--- config.mk ---
export PLATFORM = sky130hd
export DESIGN_NAME = whack_game_ctrl
export DESIGN_NICKNAME = d
export VERILOG_FILES = /design/src/rtl/whack_pkg.sv /design/src/rtl/whack_game_ctrl_mole_picker.sv /design/src/rtl/whack_game_ctrl.sv
export SDC_FILE = /design/constraint.sdc
export NUM_CORES = 1
export LEC_CHECK = 0
export BUFFER_PORTS_ARGS = -buffer_cell sky130_fd_sc_hd__buf_2
export CAP_MARGIN = 30
export CORE_MARGIN = 1
export CORE_UTILIZATION = 48
export DETAILED_ROUTE_END_ITERATION = 10
export PLACE_DENSITY_LB_ADDON = 0.05
export SETUP_SLACK_MARGIN = 0.05
export SLEW_MARGIN = 10
export SYNTH_ARGS = -nofsm -noshare
export SYNTH_HDL_FRONTEND = slang
export SYNTH_SLANG_ARGS = --single-unit
--- constraint.sdc ---
create_clock -name clk -period 7.1 [get_ports clk]
set_input_delay 1.775 -clock clk [delete_from_list [all_inputs] [get_ports clk]]
set_output_delay 1.775 -clock clk [all_outputs]
set_load 0.01 [all_outputs]
--- src/rtl/whack_pkg.sv ---
// Shared state encoding, LFSR taps and default timing for the whack-a-mole game controller.
package whack_pkg;

   typedef enum logic [1:0] {
      ST_IDLE      = 2'd0,
      ST_COUNTDOWN = 2'd1,
      ST_PLAY      = 2'd2,
      ST_OVER      = 2'd3
   } state_t;

   // Fibonacci taps 16,14,13,11 as a mask over lfsr[15:0]
   localparam logic [15:0] LFSR_TAPS = 16'hB400;

   localparam int unsigned DEF_N_MOLES      = 5;
   localparam int unsigned DEF_COUNTDOWN_S  = 5;
   localparam int unsigned DEF_GAME_S       = 30;
   localparam int unsigned DEF_MOLE_LIFE_MS = 800;
   localparam int unsigned DEF_SCORE_W      = 8;
   localparam logic [15:0] DEF_LFSR_SEED    = 16'hACE1;

endpackage

--- src/rtl/whack_game_ctrl_mole_picker.sv ---
// Pseudo-random mole selector: free-running LFSR, modulo-N index, no immediate repeat.
module mole_picker
   import whack_pkg::*;
#(
   parameter int unsigned N_MOLES   = DEF_N_MOLES,
   parameter logic [15:0] LFSR_SEED = DEF_LFSR_SEED
) (
   input  logic               clk,
   input  logic               reset,
   input  logic               spawn,
   output logic [N_MOLES-1:0] mole_onehot
);

   localparam logic [N_MOLES-1:0] ONE = N_MOLES'(1);

   logic [15:0]        lfsr;
   logic [N_MOLES-1:0] cand;

   // Rotating the one-hot left by one is the "index+1 mod N" retry when the draw repeats.
   always_comb begin
      cand = ONE << (lfsr % 16'(N_MOLES));
      if (|(cand & mole_onehot)) begin
         cand = {cand[N_MOLES-2:0], cand[N_MOLES-1]};
      end
   end

   // NOTE: sequential state uses non-blocking assignments so every register samples pre-edge values.
   always_ff @(posedge clk or negedge reset) begin
      if (!reset) begin
         lfsr        <= LFSR_SEED;
         mole_onehot <= '0;
      end else begin
         lfsr <= {lfsr[14:0], ^(lfsr & LFSR_TAPS)};
         if (spawn) begin
            mole_onehot <= cand;
         end
      end
   end

endmodule

--- src/rtl/whack_game_ctrl.sv ---
// Whack-a-mole game sequencer: countdown, timed round, scoring, best score and end-of-game blink.
module whack_game_ctrl
   import whack_pkg::*;
#(
   parameter int unsigned N_MOLES      = DEF_N_MOLES,
   parameter int unsigned COUNTDOWN_S  = DEF_COUNTDOWN_S,
   parameter int unsigned GAME_S       = DEF_GAME_S,
   parameter int unsigned MOLE_LIFE_MS = DEF_MOLE_LIFE_MS,
   parameter int unsigned SCORE_W      = DEF_SCORE_W,
   parameter bit          PENALTY_EN   = 1'b0,
   parameter logic [15:0] LFSR_SEED    = DEF_LFSR_SEED
) (
   input  logic               clk,
   input  logic               reset,
   input  logic               tick_1hz,
   input  logic               tick_1khz,
   input  logic               start,
   input  logic [N_MOLES-1:0] button_in,
   output logic [N_MOLES-1:0] mole_led,
   output logic [31:0]        display_value,
   output logic [SCORE_W-1:0] score,
   output logic [SCORE_W-1:0] best_score,
   output logic [1:0]         state_o,
   output logic               game_active
);

   localparam logic [SCORE_W-1:0] SCORE_MAX = '1;

   state_t             state, state_n;
   logic [6:0]         sec_cnt, sec_n;
   logic [11:0]        life_cnt, life_n;
   logic [SCORE_W-1:0] score_n, best_n;
   logic               blink, blink_n;
   logic               spawn, hit, miss;
   logic               start_prev, start_edge;
   logic [N_MOLES-1:0] btn_prev, btn_edge, mole_onehot;

   mole_picker #(
      .N_MOLES   (N_MOLES),
      .LFSR_SEED (LFSR_SEED)
   ) u_picker (
      .clk         (clk),
      .reset       (reset),
      .spawn       (spawn),
      .mole_onehot (mole_onehot)
   );

   // NOTE: every always_comb output gets a default first, so no path can infer a latch.
   always_comb begin
      state_n = state;
      sec_n   = sec_cnt;
      life_n  = life_cnt;
      score_n = score;
      best_n  = best_score;
      blink_n = blink;
      spawn   = 1'b0;
      hit     = |(btn_edge & mole_onehot);
      miss    = |(btn_edge & ~mole_onehot);
      unique case (state)
         ST_IDLE: begin
            if (start_edge) begin
               sec_n   = 7'(COUNTDOWN_S);
               score_n = '0;
               state_n = ST_COUNTDOWN;
            end
         end
         ST_COUNTDOWN: begin
            if (tick_1hz) begin
               if (sec_cnt == 7'd1) begin
                  sec_n   = 7'(GAME_S);
                  life_n  = 12'(MOLE_LIFE_MS);
                  spawn   = 1'b1;
                  state_n = ST_PLAY;
               end else begin
                  sec_n = sec_cnt - 7'd1;
               end
            end
         end
         ST_PLAY: begin
            if (hit) begin
               if (score != SCORE_MAX) score_n = score + SCORE_W'(1);
               spawn  = 1'b1;
               life_n = 12'(MOLE_LIFE_MS);
            end else begin
               if (PENALTY_EN && miss && score != '0) score_n = score - SCORE_W'(1);
               if (tick_1khz) begin
                  if (life_cnt == 12'd1) begin
                     spawn  = 1'b1;
                     life_n = 12'(MOLE_LIFE_MS);
                  end else begin
                     life_n = life_cnt - 12'd1;
                  end
               end
            end
            // The last-second press is already folded into score_n before best is compared.
            if (tick_1hz) begin
               if (sec_cnt == 7'd1) begin
                  state_n = ST_OVER;
                  blink_n = 1'b0;
                  if (score_n > best_score) best_n = score_n;
               end else begin
                  sec_n = sec_cnt - 7'd1;
               end
            end
         end
         ST_OVER: begin
            if (tick_1hz) blink_n = ~blink;
            if (start_edge) begin
               sec_n   = 7'(COUNTDOWN_S);
               score_n = '0;
               state_n = ST_COUNTDOWN;
            end
         end
         default: state_n = ST_IDLE;
      endcase
   end

   always_ff @(posedge clk or negedge reset) begin
      if (!reset) begin
         state      <= ST_IDLE;
         sec_cnt    <= '0;
         life_cnt   <= '0;
         score      <= '0;
         best_score <= '0;
         blink      <= 1'b0;
         start_prev <= 1'b0;
         start_edge <= 1'b0;
         btn_prev   <= '0;
         btn_edge   <= '0;
      end else begin
         state      <= state_n;
         sec_cnt    <= sec_n;
         life_cnt   <= life_n;
         score      <= score_n;
         best_score <= best_n;
         blink      <= blink_n;
         start_prev <= start;
         start_edge <= start & ~start_prev;
         btn_prev   <= button_in;
         btn_edge   <= button_in & ~btn_prev;
      end
   end

   always_comb begin
      mole_led      = '0;
      display_value = 32'(score);
      unique case (state)
         ST_IDLE:      display_value = 32'(best_score);
         ST_COUNTDOWN: display_value = 32'(sec_cnt);
         ST_PLAY:      mole_led = mole_onehot;
         ST_OVER:      mole_led = blink ? '1 : '0;
         default:      mole_led = '0;
      endcase
   end

   assign state_o     = state;
   assign game_active = (state == ST_PLAY);

endmodule

Yosys cells after proc, flatten, opt, wreduce, memory -nomap -nowiden
Cells that the tools add are included.

$add $sub $neg: 3. $mul: 0. Div/mod/pow operators: 1. $lt $le $gt $ge: 1. Equality and inequality tests: 14. Shift-type cells: 1. Muxes and demuxes: 37. Bitwise gates (word level): 7. Reduce and logical (&&, ||, !) cells: 14.

Operators by type and width (count): 12-bit 2-to-1 mux (5); 7-bit 2-to-1 mux (5); 8-bit 2-to-1 mux (4); 8-bit one-hot mux with 2 select lines (2); 12-bit one-hot mux with 2 select lines (1); 7-bit one-hot mux with 3 select lines (1); 16-bit by 3-bit remainder unit with 16-bit output (second input constant) (1); 4-bit AND reduction (4); 16-bit XOR reduction (1); 1-bit by 16-bit << shifter with 5-bit output (first input constant) (1); 5-bit bitwise AND (3); 12-bit by 1-bit equality test with 1-bit output (second input constant) (1); 12-bit by 1-bit subtractor with 12-bit output (second input constant) (1); 2-bit 2-to-1 mux (5); 5-bit 2-to-1 mux (2); 2-bit != test (second input constant) (5); 5-bit one-hot mux with 2 select lines (1); 5-bit OR reduction (2); 8-bit by 1-bit adder with 8-bit output (second input constant) (1); 8-bit > comparator (1); 1-bit 2-to-1 mux (8); 8-bit != test (second input constant) (1); 7-bit by 1-bit equality test with 1-bit output (second input constant) (1); 7-bit by 1-bit subtractor with 7-bit output (second input constant) (1); other kinds (14) (20).

Register bits: 71. Bits in latches: 0. Bits in writable memories: 0. Bits in read-only memories: 0. Output and inout port bits: 56. Memories: 0.

Depth between registers and ports, before layout
Gate-level depths: netlist of the first run.

Depth in word-level cells: 6. Gate-level depth with buffers: 31. Depth with buffers taken out: 26.

Modules after synthesis
From an unflattened synthesis of the first run, not the netlist that was laid out.

Cells, all modules: 751. Area total of the unflattened synthesis: 6354.8 um2.

Modules (own cells, without submodules): whack_game_ctrl (instances 1, cells an instance 356, area an instance 3299.4 um2, sequential area each 1251.2 um2); mole_picker (instances 1, cells an instance 395, area an instance 3055.4 um2, sequential area each 535.5 um2).

Worst setup path after synthesis of the first run
OpenSTA, ideal clock, no wires.

Kind: reg2reg. Start: register u_picker.lfsr[12]. End: register u_picker.mole_onehot[0]. Setup time: 95 ps. Arrival time: 6443 ps. Data required time: 7005 ps. Setup slack: 561 ps. Cell stages (with the launch flop): 29. Period minus slack after synthesis: 6539 ps. Cell sequence: dfrtp_1 > buf_2 > inv_1 > ha_1 > nor3b_4 > mux2_2 > a211o_1 > a21o_1 > a211oi_2 > o21ai_1 > a2111oi_0 > nor2_1 > a21o_1 > buf_6 > a2111oi_0 > nor4_1 > a211oi_1 > buf_2 > nand2b_1 > o32ai_1 > o31a_1 > nor2_2 > ha_1 > nor3_2 > o21a_2 > mux2_4 > mux2_4 > and3_4 > o31ai_1.

Longest elaborated chain between the ends: 5.

RTL lines: start, declared (RTL line whack_game_ctrl_mole_picker.sv:16) `logic [15:0] lfsr;`; start signal, assigned (RTL line whack_game_ctrl_mole_picker.sv:33) `lfsr <= {lfsr[14:0], ^(lfsr & LFSR_TAPS)};`; 16-bit by 3-bit remainder unit with 16-bit output * (RTL line whack_game_ctrl_mole_picker.sv:21) `cand = ONE << (lfsr % 16'(N_MOLES));`; 1-bit by 16-bit << shifter with 5-bit output * (RTL line whack_game_ctrl_mole_picker.sv:21); 5-bit bitwise AND (RTL line whack_game_ctrl_mole_picker.sv:22) `if (|(cand & mole_onehot)) begin`; 5-bit OR reduction (RTL line whack_game_ctrl_mole_picker.sv:22); 5-bit 2-to-1 mux * (RTL line whack_game_ctrl_mole_picker.sv:22); end signal, assigned (RTL line whack_game_ctrl_mole_picker.sv:35) `mole_onehot <= cand;`; end, declared (RTL line whack_game_ctrl_mole_picker.sv:11) `output logic [N_MOLES-1:0] mole_onehot`.

Every way passes the cells marked *; elsewhere a longest branch is shown, timed or not. A chain may end at the register's enable or synchronous reset.

Final worst setup path of the first run
Start: register u_picker.lfsr[13]. End: register u_picker.mole_onehot[0].

The elaborated chain is that of the path after synthesis.

==> results.toml, run 1 <==
[power]
power_switching_uw = 626
p_seq_share_pct = 32.9
power_leakage_uw = 0.00325
intPower_uw = 1040
clockPowerShare_pct = 31.5
ir_worst_vdd_mv = 0.151
totalPowerFinal_uw = 1670
cellPowerDensity_mw_per_mm2 = 222
power_frac_comb_pct = 35.7
switching_share_pct = 37.6

[clocking]
root_buffer = "clkbuf_16"
clock-sinks = 71
clock_path_buffers = 2
cts_tree = "done"
cts.clk_slew.worst_paths_ps = 60
insertion_delay_ps = 340
cts_hold_buf = 0
htree_levels = 3
numCtsBuffers = 9

[synthesis]
syn_inst = 784
synth_seq_cells = 71
synthArstFlopShare_pct = 100
avgSynthCellArea_um2 = 8.19
yosys_warnings = 0
synth_cell_types = 102
ys_seq_area_share_pct = 27.8
synth_ff_type = "dfrtp_1"
synth-edff-count = 0
syn_area_mm2 = 0.00642

[worst_setup_path]
end_kind = "flip-flop"
cp_max_fo = 7
cp-startpoint = "u_picker.lfsr[13]$_DFF_PN1_"
critical_path_class = "reg -> reg"
worstPathArrival_ps = 7050
r2r_slack_ps = 290
rr_endpoint = "u_picker.mole_onehot[0]$_DFFE_PN0P_"
startpoint_type = "flip-flop"
critPathCapture = "u_picker.mole_onehot[0]$_DFFE_PN0P_"
worstPathRequired_ps = 7350
worstReg2RegStart = "u_picker.lfsr[13]$_DFF_PN1_"
r2r_cells = 25

[global_route]
grt_max_degree = 72
grt_pass1_vias = 5516
grtUsageTotal_pct = 23.9
antenna_found_initial = 0
grt_overflow_total = 0
grt_first_pass_wirelength_mm = 27.3

[run_status]
status = "finished, final reports clean"

[route]
totalWireLength_mm = 16.7
firstDrtPassIters = 5
routed.top_layer = "met4"
vias_per_cell = 5.97
wl_per_cell_um = 16.4
vias = 6075
met3WireLength_um = 722
postRouteAntennaNets = 0
drt_iter0_drc = 367
wl_met1_mm = 7.66
wl_met2_mm = 8.07
drc = 0

[floorplanning]
fp.dieH_um = 118
num_io_pins = 66
die_area_mm2 = 0.0138
initial_core_util_pct = 50.1
core-area_mm2 = 0.0128
die_w_um = 118
rows = 41

[final_layout]
antenna_cells = 0
area.growth.synth_to_final_pct = 16.9
final_util_pct = 58.5
nNetsFinal = 872
final_cells = 1018
drive_above_1_share_pct = 23.3

[sta]
whs_ps = 391
min_period_ps = 6810
fmax_mhz = 147
finalHoldViolCount = 0
timing.final.ws_setup_ps = 294
fin_skew_ps = 5.66
finalSetupViolCount = 0
slew_headroom_pct = 40.2
finalMaxSlewViolations = 0
tightest_slew_ps = 892
period_share_pct = 95.9

[worst_hold_path]
hold_path_class = "reg -> reg"

[place]
numPortBuffers = 41
post-dp-hpwl_mm = 11.8
gp_congestion = 0.912
place_ws_ps = 69.8
placedCellCount = 989

[run]
drv_cap = 0
==> Yosys cell counts, drive strengths merged, types with 4 or more instances <==
master,instances,area share [%]
mux2,8,1.5
dfstp,8,3.3
a22oi,10,1.2
nand4,7,0.78
nand2b,20,1.9
a211oi,11,1.7
nand3,25,1.9
o21ai,42,3.3
ha,21,4.1
a211o,6,0.82
o31ai,14,1.7
a21oi,44,4.0
or2,4,0.39
a21o,8,0.94
or4,5,0.58
nor4,14,1.6
nand2,98,5.8
a31oi,7,0.68
and3,5,0.57
xnor2,22,3.0
nor2b,13,1.3
buf,39,4.3
and2,4,0.43
o211ai,8,0.94
o2111ai,4,0.55
o22ai,4,0.39
nor3,24,2.1
clkbuf,28,1.6
o221ai,8,1.3
or3b,4,0.55
a21boi,4,0.64
o21a,4,0.51
or3,16,1.6
xor2,7,0.95
a2111oi,7,1.1
inv,35,2.0
dfrtp,63,25
a311oi,5,0.88
mux2i,14,2.2
nor2,60,3.5
==> cells by family (layout without fill, tap and decap cells) <==
group                      count (synthesis)  after routing  synth area share (%)
other                                      1             24                0.0584
xor gates and xnor gates                  29             29                  3.96
muxes                                     22             22                  3.70
AOI/OAI and AO/OA                        224            224                  26.8
adders and majority gates                 22             22                  4.31
DFF                                       71             71                  27.8
buffers and inverters                    102            141                  7.99
and+or+nand+nor                          313            313                  25.4
==> worst max-delay path, cell delays in order (launching register included) <==
cell and delay (ps):
dfstp_2 580, ha_4 190, nor4b_4 230, nand4_2 190, buf_4 210, and2_1 230
a211o_1 320, a21oi_1 290, nor2_1 180, o31ai_1 360, a311oi_1 110, buf_4 190
nor2_2 250, nor2_1 100, o311a_1 370, or3_4 410, a21oi_2 250, o32ai_2 130
o31a_1 360, buf_4 160, or3_1 410, o211ai_1 180, mux2i_1 250, a22oi_1 120
a311o_1 400, o31ai_1 230
==> routing by layer <==
layer / global-route usage, % / vias to the layer above
met5: 0 / -
met4: 8.01 / 0
met3: 3.78 / 19
met2: 38.8 / 164
met1: 32.3 / 2932
li1: - / 2960
==> worst min path at each step <==
stage / cells past startpoint / endpoint / startpoint / slack, ps
after floorplan: 0 / u_picker.lfsr[4]$_DFF_PN0_ / u_picker.lfsr[3]$_DFF_PN0_ / 350
after global placement: 1 / btn_edge[1]$_DFF_PN0_ / btn_prev[1]$_DFF_PN0_ / 380
after detailed placement: 1 / btn_edge[1]$_DFF_PN0_ / btn_prev[1]$_DFF_PN0_ / 380
after CTS: 1 / btn_edge[1]$_DFF_PN0_ / btn_prev[1]$_DFF_PN0_ / 390
after global routing: 1 / btn_edge[1]$_DFF_PN0_ / btn_prev[1]$_DFF_PN0_ / 410
final: 1 / btn_edge[1]$_DFF_PN0_ / btn_prev[1]$_DFF_PN0_ / 390
==> registers in the layout (all words and copies together), names as in the netlist <==
register              cells
u_picker.lfsr            16
score                     8
start_edge                1
best_score                8
btn_prev                  5
life_cnt                 12
state_o                   2
u_picker.mole_onehot      5
btn_edge                  5
sec_cnt                   7
blink                     1
start_prev                1
==> placed cells by master (no fill, tap or decap), drive strengths merged, types with 8 or more instances in the layout <==
| cell | count |
|---|---|
| a21oi | 44 |
| a211oi | 11 |
| mux2 | 8 |
| dfstp | 8 |
| mux2i | 14 |
| nand2b | 20 |
| nor3 | 24 |
| dfrtp | 63 |
| buf | 90 |
| nor2 | 60 |
| nand3 | 25 |
| a21o | 8 |
| nand2 | 98 |
| nor4 | 14 |
| inv | 36 |
| or3 | 16 |
| conb | 24 |
| nor2b | 13 |
| o221ai | 8 |
| a22oi | 10 |
| xnor2 | 22 |
| o211ai | 8 |
| o21ai | 42 |
| clkbuf | 9 |
| o31ai | 14 |
| ha | 21 |
==> power by group through the flow <==
stage | Clock (uW) | Sequential [uW] | Combinational, uW
global placement | 0 | 549 | 576
floorplan | 0 | 532 | 451
finish | 525 | 548 | 595
CTS | 539 | 545 | 594
global route | 555 | 557 | 669
detailed placement | 0 | 553 | 585
==> final cells by class <==
class / count / area, um2
fill: 1164 / 5320
multi-input combinational: 634 / 4410
tap: 172 / 215
timing repair buffer: 90 / 612
clock buffer: 9 / 225
sequential: 71 / 1790
inverter: 35 / 131
clock inverter: 7 / 120
==> timing repair <==
item / 4_1_cts / 5_1_grt
setup endpoints to repair: 1 / 5
resized for setup: 1 / 40
buffers inserted: 0 / 12
pin swaps: 0 / 11
==> stage by stage <==
step	cell area, um2	setup TNS, ps
after floorplan	6510	0
after global placement	6830	0
after detailed placement	6830	0
after CTS	7180	0
after global routing	7500	-101
final	7500	0
No activity file was read; power rests on OpenSTA's default activity.
==> inputs of run 2 (changes only) <==
--- a/config.mk
+++ b/config.mk
@@ -7,6 +7,7 @@
 export LEC_CHECK = 0
 export BUFFER_PORTS_ARGS = -buffer_cell sky130_fd_sc_hd__buf_2
 export CAP_MARGIN = 30
+export CORE_ASPECT_RATIO = 0.6
 export CORE_MARGIN = 1
 export CORE_UTILIZATION = 48
 export DETAILED_ROUTE_END_ITERATION = 10
==> run 2 against run 1 <==
Final area up 1.8%. First-iteration DRC count increased by 6.3%. Critical endpoint unchanged. Clock-buffer cell count did not move. Register-to-register slack about the same. Setup slack better by 15 ps.
==> results.toml, run 2 (synthesis results as in run 1) <==
[final_layout]
multiInputGateArea_mm2 = 0.00448
regMostFlops = "u_picker.lfsr"
num-fill-cells = 1153
layout_commonest_cell = "nand2_1"
largest_reg_flops = 16
antenna_cells = 0
reg.largest.list = "u_picker.lfsr x16, life_cnt x12"
drive_above_1_share_pct = 24.9
area.growth.synth_to_final_pct = 19.0
nNetsFinal = 887
regArea_mm2 = 0.00179
final_util_pct = 59.1
layout_common_cells = "96 x nand2_1, 63 x buf_4, 62 x dfrtp_1, 56 x nor2_1, 40 x buf_2"

[route]
firstDrtPassIters = 5
drt_iter0_drc = 390
wl_per_cell_um = 17.4
drc = 0
postRouteAntennaNets = 0
totalWireLength_mm = 17.9
vias = 6375
vias_per_cell = 6.18

[place]
gp_congestion = 0.959
numPortBuffers = 41
post-dp-hpwl_mm = 13.2
place_ws_ps = 7.78

[clocking]
numCtsBuffers = 9
htree_levels = 3
clock_path_buffers = 2
clock-sinks = 71
cts_tree = "done"
cts.clk_slew.worst_paths_ps = 60
insertion_delay_ps = 330
cts_hold_buf = 0
root_buffer = "clkbuf_16"

[sta]
finalSetupTns_ps = 0
period_share_pct = 95.7
slew_headroom_pct = 39.6
fmax_mhz = 147
whs_ps = 388
fin_skew_ps = 9.28
timing.final.ws_setup_ps = 309
min_period_ps = 6790
finalSetupViolCount = 0
finalMaxSlewViolations = 0
finalHoldViolCount = 0
tightest_slew_ps = 902

[power]
totalPowerFinal_uw = 1650
ir_worst_vdd_mv = 0.174
cellPowerDensity_mw_per_mm2 = 216
power_leakage_uw = 0.00327

[global_route]
grt_max_degree = 72
grt_first_pass_wirelength_mm = 28.8
grt_pass1_vias = 5570
grt_overflow_total = 0
grtUsageTotal_pct = 26.2
antenna_found_initial = 0

[worst_setup_path]
critical_path_class = "reg -> reg"
cp_common_cell = "buf_4"
slowest_stage = "or3_4"
cp_max_fo = 10
end_kind = "flip-flop"
worstPathRequired_ps = 7330
critPathMaxStageDelay_ps = 430
startpoint_type = "flip-flop"
worstPathArrival_ps = 7020

[floorplanning]
rows = 32
num_io_pins = 66
die_area_mm2 = 0.0139
fp.dieH_um = 91.6
die_w_um = 151
core-area_mm2 = 0.0129
initial_core_util_pct = 49.7

[run]
drv_cap = 0

[run_status]
status = "finished, final reports clean"

[worst_hold_path]
hold_path_class = "reg -> reg"
run 2: routing by layer:
metal	GRT usage [%]	vias to the layer above	share of wire [%]
met1	42.6	3069	51
met3	5.28	16	7.6
met5	0	-	0
met4	4.17	0	0.70
li1	-	2993	-
met2	34.7	297	41
run 2: layout make-up:
cell class	count	share of cell area, %
Multi-Input combinational cell	634	58.6
Tap cell	170	2.78
Timing Repair Buffer	105	9.32
Inverter	35	1.72
Sequential cell	71	23.4
Clock inverter	7	1.24
Clock buffer	9	2.95
run 2: per-stage QoR:
stage / cell area, um2 / std cells
final: 7640 / 1031
after floorplan: 6510 / 807
after global routing: 7640 / 1031
after CTS: 7290 / 1020
after detailed placement: 6940 / 1004
after global placement: 6940 / 1004
run 2: power breakdown:
part | switching (uW) | internal (uW) | total (uW) | leakage (uW)
Clock | 179 | 308 | 487 | 0.000156
Combinational | 386 | 229 | 615 | 0.00225
Sequential | 80.7 | 469 | 550 | 0.000870
Total | 646 | 1010 | 1650 | 0.00327
run 2: worst max-delay path, delay by kind of cell (launching register included):
family | cells | cell delay [ps]
compound gates | 14 | 3250
simple gates | 5 | 1390
buf+inv | 7 | 1050
flops | 1 | 400
mux | 1 | 260
fa+ha+maj | 1 | 230
xor+xnor | 1 | 60
run 2: final timing paths:
path | slack (ps) | from | end | cells past startpoint
hold / removal | 390 | btn_prev[2]$_DFF_PN0_ | btn_edge[2]$_DFF_PN0_ | 1
max in group asynchronous | 5260 | reset | u_picker.lfsr[7]$_DFF_PN1_ | 2
min in group asynchronous | 1250 | reset | best_score[0]$_DFFE_PN0P_ | 1
setup / recovery | 310 | u_picker.lfsr[12]$_DFF_PN0_ | u_picker.mole_onehot[0]$_DFFE_PN0P_ | 29
hold reg to reg | 390 | btn_prev[2]$_DFF_PN0_ | btn_edge[2]$_DFF_PN0_ | 1
setup reg to reg | 310 | u_picker.lfsr[12]$_DFF_PN0_ | u_picker.mole_onehot[0]$_DFFE_PN0P_ | 29
run 2: what timing repair did:
action	CTS	global route
resized for setup	5	46
buffers inserted	0	10
endpoints found under the setup margin	5	5
hold endpoints to repair	0	0
pin swaps	1	16
==> inputs of run 3 (changes only) <==
--- a/config.mk
+++ b/config.mk
@@ -9,7 +9,7 @@
 export CAP_MARGIN = 30
 export CORE_ASPECT_RATIO = 0.6
 export CORE_MARGIN = 1
-export CORE_UTILIZATION = 48
+export CORE_UTILIZATION = 55
 export DETAILED_ROUTE_END_ITERATION = 10
 export PLACE_DENSITY_LB_ADDON = 0.05
 export SETUP_SLACK_MARGIN = 0.05
==> run 3 against run 2 <==
Clock-buffer cell count is the same. Clock power is 4.5% higher. Worst hold slack better by 1.8 ps. Final area rose by 1.7%. Sequential share of layout area fell by 0.40 points. Critical endpoint is now u_picker.mole_onehot[2]$_DFFE_PN0P_.
==> results.toml, run 3 (synthesis results as in run 1) <==
[sta]
whs_ps = 390
period_share_pct = 96.6
timing.final.ws_setup_ps = 239
fmax_mhz = 146
finalSetupViolCount = 0
finalMaxSlewViolations = 0
tightest_slew_ps = 875
slew_headroom_pct = 41.4
fin_skew_ps = 9.12
min_period_ps = 6860
finalHoldViolCount = 0
finalSetupTns_ps = 0

[clocking]
clock-sinks = 71
numCtsBuffers = 9
insertion_delay_ps = 340
cts_tree = "done"
clock_path_buffers = 2
cts.clk_slew.worst_paths_ps = 70
htree_levels = 3
root_buffer = "clkbuf_16"

[final_layout]
layout_commonest_cell = "nand2_1"
regArea_mm2 = 0.00179
regMostFlops = "u_picker.lfsr"
drive_above_1_share_pct = 25.9
final_util_pct = 68.6
largest_reg_flops = 16
antenna_cells = 0
reg.largest.list = "u_picker.lfsr x16, life_cnt x12"
area.growth.synth_to_final_pct = 21.0
multiInputGateArea_mm2 = 0.00456
nNetsFinal = 890
final_cells = 1024
layout_common_cells = "96 x nand2_1, 62 x dfrtp_1, 61 x buf_4, 56 x nor2_1, 41 x buf_2"
num-fill-cells = 906

[route]
wl_met2_mm = 7.59
wl_met1_mm = 8.97
totalWireLength_mm = 18.5
postRouteAntennaNets = 0
firstDrtPassIters = 5
wl_per_cell_um = 18.1
drc = 0
met3WireLength_mm = 1.79
vias = 6423
vias_per_cell = 6.27
routed.top_layer = "met4"
drt_iter0_drc = 555

[global_route]
grt_max_degree = 72
grt_pass1_vias = 5398
grt_first_pass_wirelength_mm = 28.4
grt_overflow_total = 0
grtUsageTotal_pct = 29.9
antenna_found_initial = 0

[place]
placedCellCount = 986
place_ws_ps = 7.70
gp_congestion = 0.965
post-dp-hpwl_mm = 13.0
numPortBuffers = 41

[run]
drv_cap = 0

[worst_setup_path]
critPathMaxStageDelay_ps = 610
end_kind = "flip-flop"
startpoint_type = "flip-flop"
r2r_slack_ps = 240
worstPathRequired_ps = 7340
cp_max_fo = 12
critical_path_class = "reg -> reg"
cp.buffers_inverters = 4
slowest_stage = "dfstp_2"
critPathTopFamily = "compound AO/OA/AOI/OAI gates"
worstPathArrival_ps = 7100

[worst_hold_path]
hold_path_class = "reg -> reg"

[floorplanning]
rows = 30
core-area_mm2 = 0.0113
num_io_pins = 66
initial_core_util_pct = 56.6
fp.dieH_um = 85.7
die_area_mm2 = 0.0121
die_w_um = 141

[power]
intPower_uw = 1010
power_switching_uw = 658
power_frac_comb_pct = 36.6
clockPowerShare_pct = 30.5
power_leakage_uw = 0.00332
p_seq_share_pct = 32.9
cellPowerDensity_mw_per_mm2 = 215
switching_share_pct = 39.4
ir_worst_vdd_mv = 0.132

[run_status]
status = "finished, final reports clean"
[run 3: cell types whose count changed in the layout (fill, tap and decap cells not counted), sizes merged]
cell | previous run | this run
buf | 105 | 108
clkinv | 3 | 2
clkinvlp | 1 | 0
inv | 36 | 38
[run 3: area by class of cell]
class | instances | area share, %
clock buffer | 9 | 2.90
clock inverter | 7 | 1.32
inverter | 35 | 1.69
multi-input combinational | 634 | 58.6
sequential | 71 | 23.0
tap | 160 | 2.58
timing repair buffer | 108 | 9.88
[run 3: path summary, 6_finish.rpt]
kind,end,startpoint,cells past startpoint
setup / recovery,u_picker.mole_onehot[2]$_DFFE_PN0P_,u_picker.lfsr[13]$_DFF_PN1_,25
hold / removal,btn_edge[3]$_DFF_PN0_,btn_prev[3]$_DFF_PN0_,1
setup reg to reg,u_picker.mole_onehot[2]$_DFFE_PN0P_,u_picker.lfsr[13]$_DFF_PN1_,25
hold reg to reg,btn_edge[3]$_DFF_PN0_,btn_prev[3]$_DFF_PN0_,1
max in group asynchronous,u_picker.lfsr[0]$_DFF_PN1_,reset,2
min in group asynchronous,best_score[1]$_DFFE_PN0P_,reset,1
[run 3: metal layers]
| layer | vias to the layer above | track usage [%] |
|---|---|---|
| met2 | 316 | 40.4 |
| met1 | 3096 | 47.7 |
| met3 | 18 | 6.59 |
| li1 | 2993 | - |
| met4 | 0 | 5.67 |
| met5 | - | 0 |
[run 3: power groups by stage]
stage                     logic, uW  clock network (uW)  registers, uW
after global placement          575                   0            551
after CTS                       599                 512            547
final                           612                 509            549
after global routing            685                 524            561
after floorplan                 451                   0            532
after detailed placement        592                   0            553
[run 3: repair_timing]
| item | CTS | global route |
|---|---|---|
| resized for setup | 4 | 57 |
| hold buffers | 0 | 0 |
| pin swaps | 0 | 16 |
| setup buffers | 0 | 20 |
| setup endpoints to repair | 4 | 5 |
[run 3: stage by stage]
step                      area [um2]  power [uW]
final                           7770        1670
after floorplan                 6510         983
after detailed placement        6880        1150
after global placement          6880        1130
after global routing            7770        1770
after CTS                       7240        1660
